## config.mk

```make
export PLATFORM = sky130hd
export DESIGN_NAME = alu_issue_stage
export DESIGN_NICKNAME = d
export VERILOG_FILES = /design/src/rtl/alu_issue_stage.sv
export SDC_FILE = /design/constraint.sdc
export NUM_CORES = 1
export LEC_CHECK = 0
export CORE_MARGIN = 4
export CORE_UTILIZATION = 56
export DETAILED_ROUTE_END_ITERATION = 7
export GPL_ROUTABILITY_DRIVEN = 0
export PLACE_DENSITY = 0.84
export SKIP_CTS_REPAIR_TIMING = 1
export SLEW_MARGIN = 20
export SYNTH_ARGS = -nofsm -noshare
export SYNTH_HDL_FRONTEND = slang
export SYNTH_SLANG_ARGS = --single-unit
export TNS_END_PERCENT = 1
```

## constraint.sdc

```tcl
create_clock -name clk -period 4.2 [get_ports clk]
set_input_delay 0.84 -clock clk [delete_from_list [all_inputs] [get_ports clk]]
set_output_delay 0.84 -clock clk [all_outputs]
set_load 0.005 [all_outputs]
```

## src/rtl/alu_issue_stage.sv

```systemverilog
`default_nettype none
// ============================================================================
// Module      : alu_issue_stage (with package alu_pkg)
// Description : Issue stage in front of the 8-bit enum-opcode ALU.
//               - Commands (a, b, op) arrive on a valid/ready handshake and
//                 are buffered in a DEPTH-entry FIFO.
//               - The FIFO head is shown to an external combinational ALU.
//               - The ALU result, its opcode and a sequence tag are captured
//                 in an output register with its own valid/ready handshake.
// Ports       : clk, rst_n                 clock, async active-low reset
//               in_valid/in_ready/in_a/in_b/in_op   command input
//               alu_a/alu_b/alu_op -> alu_y          external ALU hookup
//               res_valid/res_ready/res_y/res_op/res_tag  result output
//               count                                FIFO occupancy
// Revision    : 1.0 - initial release
// ============================================================================

package alu_pkg;
    typedef enum logic [1:0] {
        OP_ADD = 2'd0,
        OP_SUB = 2'd1,
        OP_AND = 2'd2,
        OP_OR  = 2'd3
    } opcode_e;
endpackage

module alu_issue_stage
    import alu_pkg::*;
#(
    parameter int WIDTH = 8,
    parameter int DEPTH = 4,
    parameter int TAG_W = 4
) (
    input  logic                     clk,
    input  logic                     rst_n,
    input  logic                     in_valid,
    output logic                     in_ready,
    input  logic [WIDTH-1:0]         in_a,
    input  logic [WIDTH-1:0]         in_b,
    input  opcode_e                  in_op,
    output logic [WIDTH-1:0]         alu_a,
    output logic [WIDTH-1:0]         alu_b,
    output opcode_e                  alu_op,
    input  logic [WIDTH-1:0]         alu_y,
    output logic                     res_valid,
    input  logic                     res_ready,
    output logic [WIDTH-1:0]         res_y,
    output opcode_e                  res_op,
    output logic [TAG_W-1:0]         res_tag,
    output logic [$clog2(DEPTH):0]   count
);

    localparam int c_PTR_W = $clog2(DEPTH);
    localparam int c_CNT_W = c_PTR_W + 1;

    logic [WIDTH-1:0]   r_mem_a  [DEPTH];
    logic [WIDTH-1:0]   r_mem_b  [DEPTH];
    opcode_e            r_mem_op [DEPTH];

    logic [c_PTR_W-1:0] r_wr_ptr;
    logic [c_PTR_W-1:0] r_rd_ptr;
    logic [c_CNT_W-1:0] r_count;

    logic               r_res_valid;
    logic [WIDTH-1:0]   r_res_y;
    opcode_e            r_res_op;
    logic [TAG_W-1:0]   r_res_tag;
    logic [TAG_W-1:0]   r_next_tag;

    logic               w_full;
    logic               w_push;
    logic               w_issue;

    // Acceptance depends only on registered occupancy: a pop in the same
    // cycle never frees a slot for a push, keeping res_ready off this path.
    // rst_n gating forces in_ready low for the whole reset assertion.
    assign w_full   = (r_count == c_CNT_W'(DEPTH));
    assign in_ready = rst_n && !w_full;
    assign w_push   = in_valid && in_ready;

    // Issue whenever there is a command and the result register is free or
    // being emptied this cycle.
    assign w_issue  = (r_count != '0) && (!r_res_valid || res_ready);

    // Storage array carries no reset; only pointers/occupancy define state.
    always_ff @(posedge clk) begin
        if (w_push) begin
            r_mem_a[r_wr_ptr]  <= in_a;
            r_mem_b[r_wr_ptr]  <= in_b;
            r_mem_op[r_wr_ptr] <= in_op;
        end
    end

    // Pointers wrap naturally since DEPTH is a power of two.
    always_ff @(posedge clk or negedge rst_n) begin
        if (!rst_n) begin
            r_wr_ptr <= '0;
            r_rd_ptr <= '0;
            r_count  <= '0;
        end else begin
            if (w_push) begin
                r_wr_ptr <= r_wr_ptr + c_PTR_W'(1);
            end
            if (w_issue) begin
                r_rd_ptr <= r_rd_ptr + c_PTR_W'(1);
            end
            case ({w_push, w_issue})
                2'b10:   r_count <= r_count + c_CNT_W'(1);
                2'b01:   r_count <= r_count - c_CNT_W'(1);
                default: r_count <= r_count;
            endcase
        end
    end

    always_ff @(posedge clk or negedge rst_n) begin
        if (!rst_n) begin
            r_res_valid <= 1'b0;
            r_res_y     <= '0;
            r_res_op    <= OP_ADD;
            r_res_tag   <= '0;
            r_next_tag  <= '0;
        end else if (w_issue) begin
            r_res_valid <= 1'b1;
            r_res_y     <= alu_y;
            r_res_op    <= r_mem_op[r_rd_ptr];
            r_res_tag   <= r_next_tag;
            r_next_tag  <= r_next_tag + TAG_W'(1);
        end else if (r_res_valid && res_ready) begin
            // Drain: payload is left in place, only valid drops.
            r_res_valid <= 1'b0;
        end
    end

    // Head of the FIFO; when empty this is a stale slot and is don't-care.
    assign alu_a     = r_mem_a[r_rd_ptr];
    assign alu_b     = r_mem_b[r_rd_ptr];
    assign alu_op    = r_mem_op[r_rd_ptr];

    assign res_valid = r_res_valid;
    assign res_y     = r_res_y;
    assign res_op    = r_res_op;
    assign res_tag   = r_res_tag;
    assign count     = r_count;

endmodule

`default_nettype wire

```

==> results.md <==
Clock tree:
- In this run the clock root is driven by a sky130_fd_sc_hd__clkbuf_8.
- TritonCTS created 9 clock buffers.
- The buffer depth of the longest clock path is 2.
- Clock latency on the worst-skew pair, taken at its later pin, is ~350 ps.
- TritonCTS built the clock tree.
- The count of clock tree sinks is 98.
- The H-tree generated during clock tree synthesis spans 3 levels.
- The clock-pin slew of the registers on the worst-case setup and hold paths is roughly 100 ps.

STA:
- The worst path needs roughly 3300 ps of the cycle, external delays included.
- The number of pins with negative max-slew slack in the final report is 0.
- The tightest hold path in the finished design has a slack of just over 500 ps.
- The clock arrives with approximately 11 ps of skew.
- The maximum operating frequency is 306.8 MHz.
- At the pin with the least slew margin, the transition time is 916.7 ps.
- The total setup violations reported at the end of the flow is 0.
- The final period utilization is 77.59%.
- Headroom to the max-slew limit came out at 38.89%.
- The final-layout setup total negative slack is 0 ps.
- Setup repair after global routing left no endpoint under its margin.
- The number of endpoints with negative hold slack in the final report came to 0.
- Setup slack on the critical path of the routed design comes to approximately 940 ps.

Min path:
- The path class of the tightest hold or removal check is flip-flop to flip-flop.

Power:
- The maximum vdd drop is roughly 450 µV.
- The completed layout was analyzed and its total power is a little over 3 mW.
- The leakage power of the design is ~1.7 nW.
- The power density over the cells is around 640 nW/µm².

GRT:
- The initial antenna violation count is 0.
- For this run, the total global-route usage over all layers was measured as between 10% and 20%.
- The total global routing overflow is 0.
- The via count of the first global-routing pass is 1962.
- The maximum number of pins on one net before global-route repair is 24.
- The first global-routing pass estimated 10330 µm of wire.

Routing:
- The routed layout has roughly 1800 vias.
- The iteration-0 DRC count of the detailed router is 77.
- The final routed DRC violation total is 0.
- The number of antenna-violating nets in the routed design is 0.
- Dividing the detail-routed wire length by the instance count gives 18.90 µm.
- The number of detailed-route iterations in the first pass is 4.
- The final routed wirelength across all metal layers is between 6000 and 7000 µm.
- The mean number of vias per cell is roughly 5.5.

Placement:
- The detailed-placement wirelength estimate is around 4300 µm.
- The number of port buffers is 66.
- OpenSTA, run right after detailed placement, puts the worst setup slack at 1151 ps.
- Counting tap cells, the placed design contains a total of roughly 320 instances.
- Summing all placed instances gives a cell area of 4526 µm².

Synthesis:
- The flip-flop and latch count after synthesis is 98.
- In this run the cell area of the synthesized design comes to 3794 µm².
- For this run, asynchronously set or reset flops after synthesis account for between 20% and 30%.
- In this run, synthesis inferred roughly 70 flip-flops with an integrated enable.
- sky130_fd_sc_hd__edfxtp_1 takes more of the synthesized area than any other cell.
- The average cell area after synthesis is approximately 22 µm².
- The number of nets handed over by synthesis was 212.
- The share of the synthesized area in the top cell type is 56.99%.
- Of the total synthesized cell area, the portion taken by XOR and XNOR cells is just over 2%.
- The synthesis warning total is 0.
- The commonest cells after synthesis are sky130_fd_sc_hd__edfxtp_1 (72), sky130_fd_sc_hd__dfrtp_1 (26), sky130_fd_sc_hd__mux2_2 (16).
- The sequential area share after synthesis is 74.14%.
- The combinational family with the most area after synthesis is multiplexers.
- By area the synthesized netlist is led by sky130_fd_sc_hd__edfxtp_1 (57%), sky130_fd_sc_hd__dfrtp_1 (17%), sky130_fd_sc_hd__mux4_1 (6.2%).
- After Yosys synthesis, and, or, nand and nor cells account for under 10% of the synthesized area.
- The predominant post-synthesis flop cell is sky130_fd_sc_hd__edfxtp_1.
- sky130_fd_sc_hd__edfxtp_1 is the most common cell in the netlist.
- The synthesized netlist devotes 0.4947% of its cell area to compound gates.
- The synthesized instance count is between 150 and 200.
- The post-synthesis cell type count is 26.
- In the synthesized netlist, mux cells make up 16.72% of the area.
- After Yosys synthesis, full adders, half adders and majority gates account for under 10% of the synthesized area.

Setup path:
- The worst setup path endpoint is alu_op[0].
- The end of the worst register-to-register path is count[1].
- For the worst setup path, the data required time is 3360 ps.
- In this run the worst path has a maximum fanout of 12.
- STA classifies the critical path startpoint as a flip-flop.
- The slack of the worst reg-to-reg path is slightly above 2000 ps.
- The launch point of the worst reg-to-reg path is count[0].
- The launch point of the worst path is r_rd_ptr[0].
- By startpoint and endpoint, the worst setup path is classified as flip-flop to output pin.
- The count of cells along the worst register-to-register path is 5.
- Data on the critical path arrives at its endpoint at around 2400 ps.
- The kind of end point of the critical path is an output pin.

Outcome:
- The run finished with clean final reports.

Die:
- The die covers 8155 µm².
- The die boundary height is roughly 90 µm.
- The region available for standard cell placement spans between 6000 and 7000 µm².
- In this run the core area contains 29 standard-cell rows.
- The initial standard-cell utilization of the core is between 50% and 60%.
- 67 I/O pins were placed.
- The horizontal extent of the die is about 90 µm.

Cells and area:
- The final design utilization is about three quarters.
- Compared with the post-synthesis result, the final layout area differs by 24.54%.
- The antenna cell count is 0.
- After the flow finishes, the layout carries non-filler instances totaling ~330.
- The total number of nets in the final design is around 290.
- The sequential cell area in the final layout is approximately 2800 µm².
- The share of post-route cells with drive strength above 1 is 17.72%.
- The fill cell instance count of the final layout is slightly above 400.
- Summing all non-filler instances in the final layout gives an area of 4725 µm².
- The multi-input combinational cells in the finished layout cover a total of 925.9 µm².

Flow run:
- The number of violations of the max-capacitance limit is 0.
==> worst min path at each step <==
stage	startpoint	cells past startpoint	to
2_1_floorplan	r_next_tag[3]	1	r_next_tag[3]
3_3_place_gp	r_next_tag[3]	1	r_next_tag[3]
3_5_place_dp	r_next_tag[2]	1	r_next_tag[2]
4_1_cts	r_next_tag[2]	1	r_next_tag[2]
5_1_grt	r_next_tag[2]	1	r_next_tag[2]
6_report	r_next_tag[2]	1	r_next_tag[2]
==> cell usage in the layout, fill, tap and decap left out <==
cell type / count
sky130_fd_sc_hd__nor2_1: 1
sky130_fd_sc_hd__nor2b_1: 1
sky130_fd_sc_hd__mux2_4: 1
sky130_fd_sc_hd__clkbuf_8: 9
sky130_fd_sc_hd__fa_1: 1
sky130_fd_sc_hd__bufinv_16: 1
sky130_fd_sc_hd__o311a_1: 1
sky130_fd_sc_hd__dfrtp_1: 26
sky130_fd_sc_hd__o31a_1: 1
sky130_fd_sc_hd__clkdlybuf4s50_1: 66
sky130_fd_sc_hd__inv_6: 3
sky130_fd_sc_hd__edfxtp_1: 72
sky130_fd_sc_hd__and2_1: 4
sky130_fd_sc_hd__xnor2_1: 6
sky130_fd_sc_hd__inv_1: 4
sky130_fd_sc_hd__or3_1: 1
sky130_fd_sc_hd__mux4_1: 9
sky130_fd_sc_hd__nor3_4: 1
sky130_fd_sc_hd__buf_4: 2
sky130_fd_sc_hd__ha_1: 6
sky130_fd_sc_hd__xor2_1: 3
sky130_fd_sc_hd__clkinv_1: 1
sky130_fd_sc_hd__nor3_1: 1
sky130_fd_sc_hd__nand3_1: 3
sky130_fd_sc_hd__nand2b_1: 1
sky130_fd_sc_hd__mux4_2: 9
sky130_fd_sc_hd__mux2_2: 16
sky130_fd_sc_hd__clkinvlp_4: 2
sky130_fd_sc_hd__nand2_1: 1
sky130_fd_sc_hd__nor2_4: 1
==> critical path, stage by stage, from the launching register on <==
cell                              delay (ps)
sky130_fd_sc_hd__dfrtp_1                 610
sky130_fd_sc_hd__buf_4                   340
sky130_fd_sc_hd__mux4_1                  630
sky130_fd_sc_hd__clkdlybuf4s50_1         470
==> logic make-up (layout without fill, tap and decap cells) <==
logic type	after synthesis	in the layout
and+or+nand+nor	15	15
DFF	98	98
xor gates and xnor gates	9	9
AOI/OAI and AO/OA	2	2
adders and majority gates	7	7
muxes	35	35
buffers and inverters	9	88
==> where the power goes <==
group	total (mW)	switching (mW)	internal, mW	leakage [nW]
clock network	0.600	0.320	0.279	0.0943
logic	1.01	0.349	0.658	0.628
registers	1.41	0.166	1.24	0.953
==> area by class of cell <==
cell class / count / area share, %
flip-flops and latches: 98 / 59.53
multi-input cells: 68 / 19.60
repair buffers: 68 / 14.30
clock buffers: 9 / 2.622
well taps: 77 / 2.039
clock inverters: 7 / 1.589
inverters: 4 / 0.3178
==> sequential cells by signal, indices dropped and copies added (netlist names) <==
signal / cells
res_op: 2
r_wr_ptr: 2
r_mem_op: 8
r_mem_a: 32
count: 3
r_next_tag: 4
r_rd_ptr: 2
res_y: 8
res_tag: 4
r_mem_b: 32
res_valid: 1
==> per-layer routing <==
layer | vias up | share of wire, % | track usage (%)
li1 | 845 | - | -
met1 | 915 | 42 | 21.86
met2 | 58 | 52 | 26.82
met3 | 4 | 4.8 | 4.583
met4 | 0 | 0.77 | 7.653
met5 | - | 0 | 0
Power figures use the tool's default switching activity.
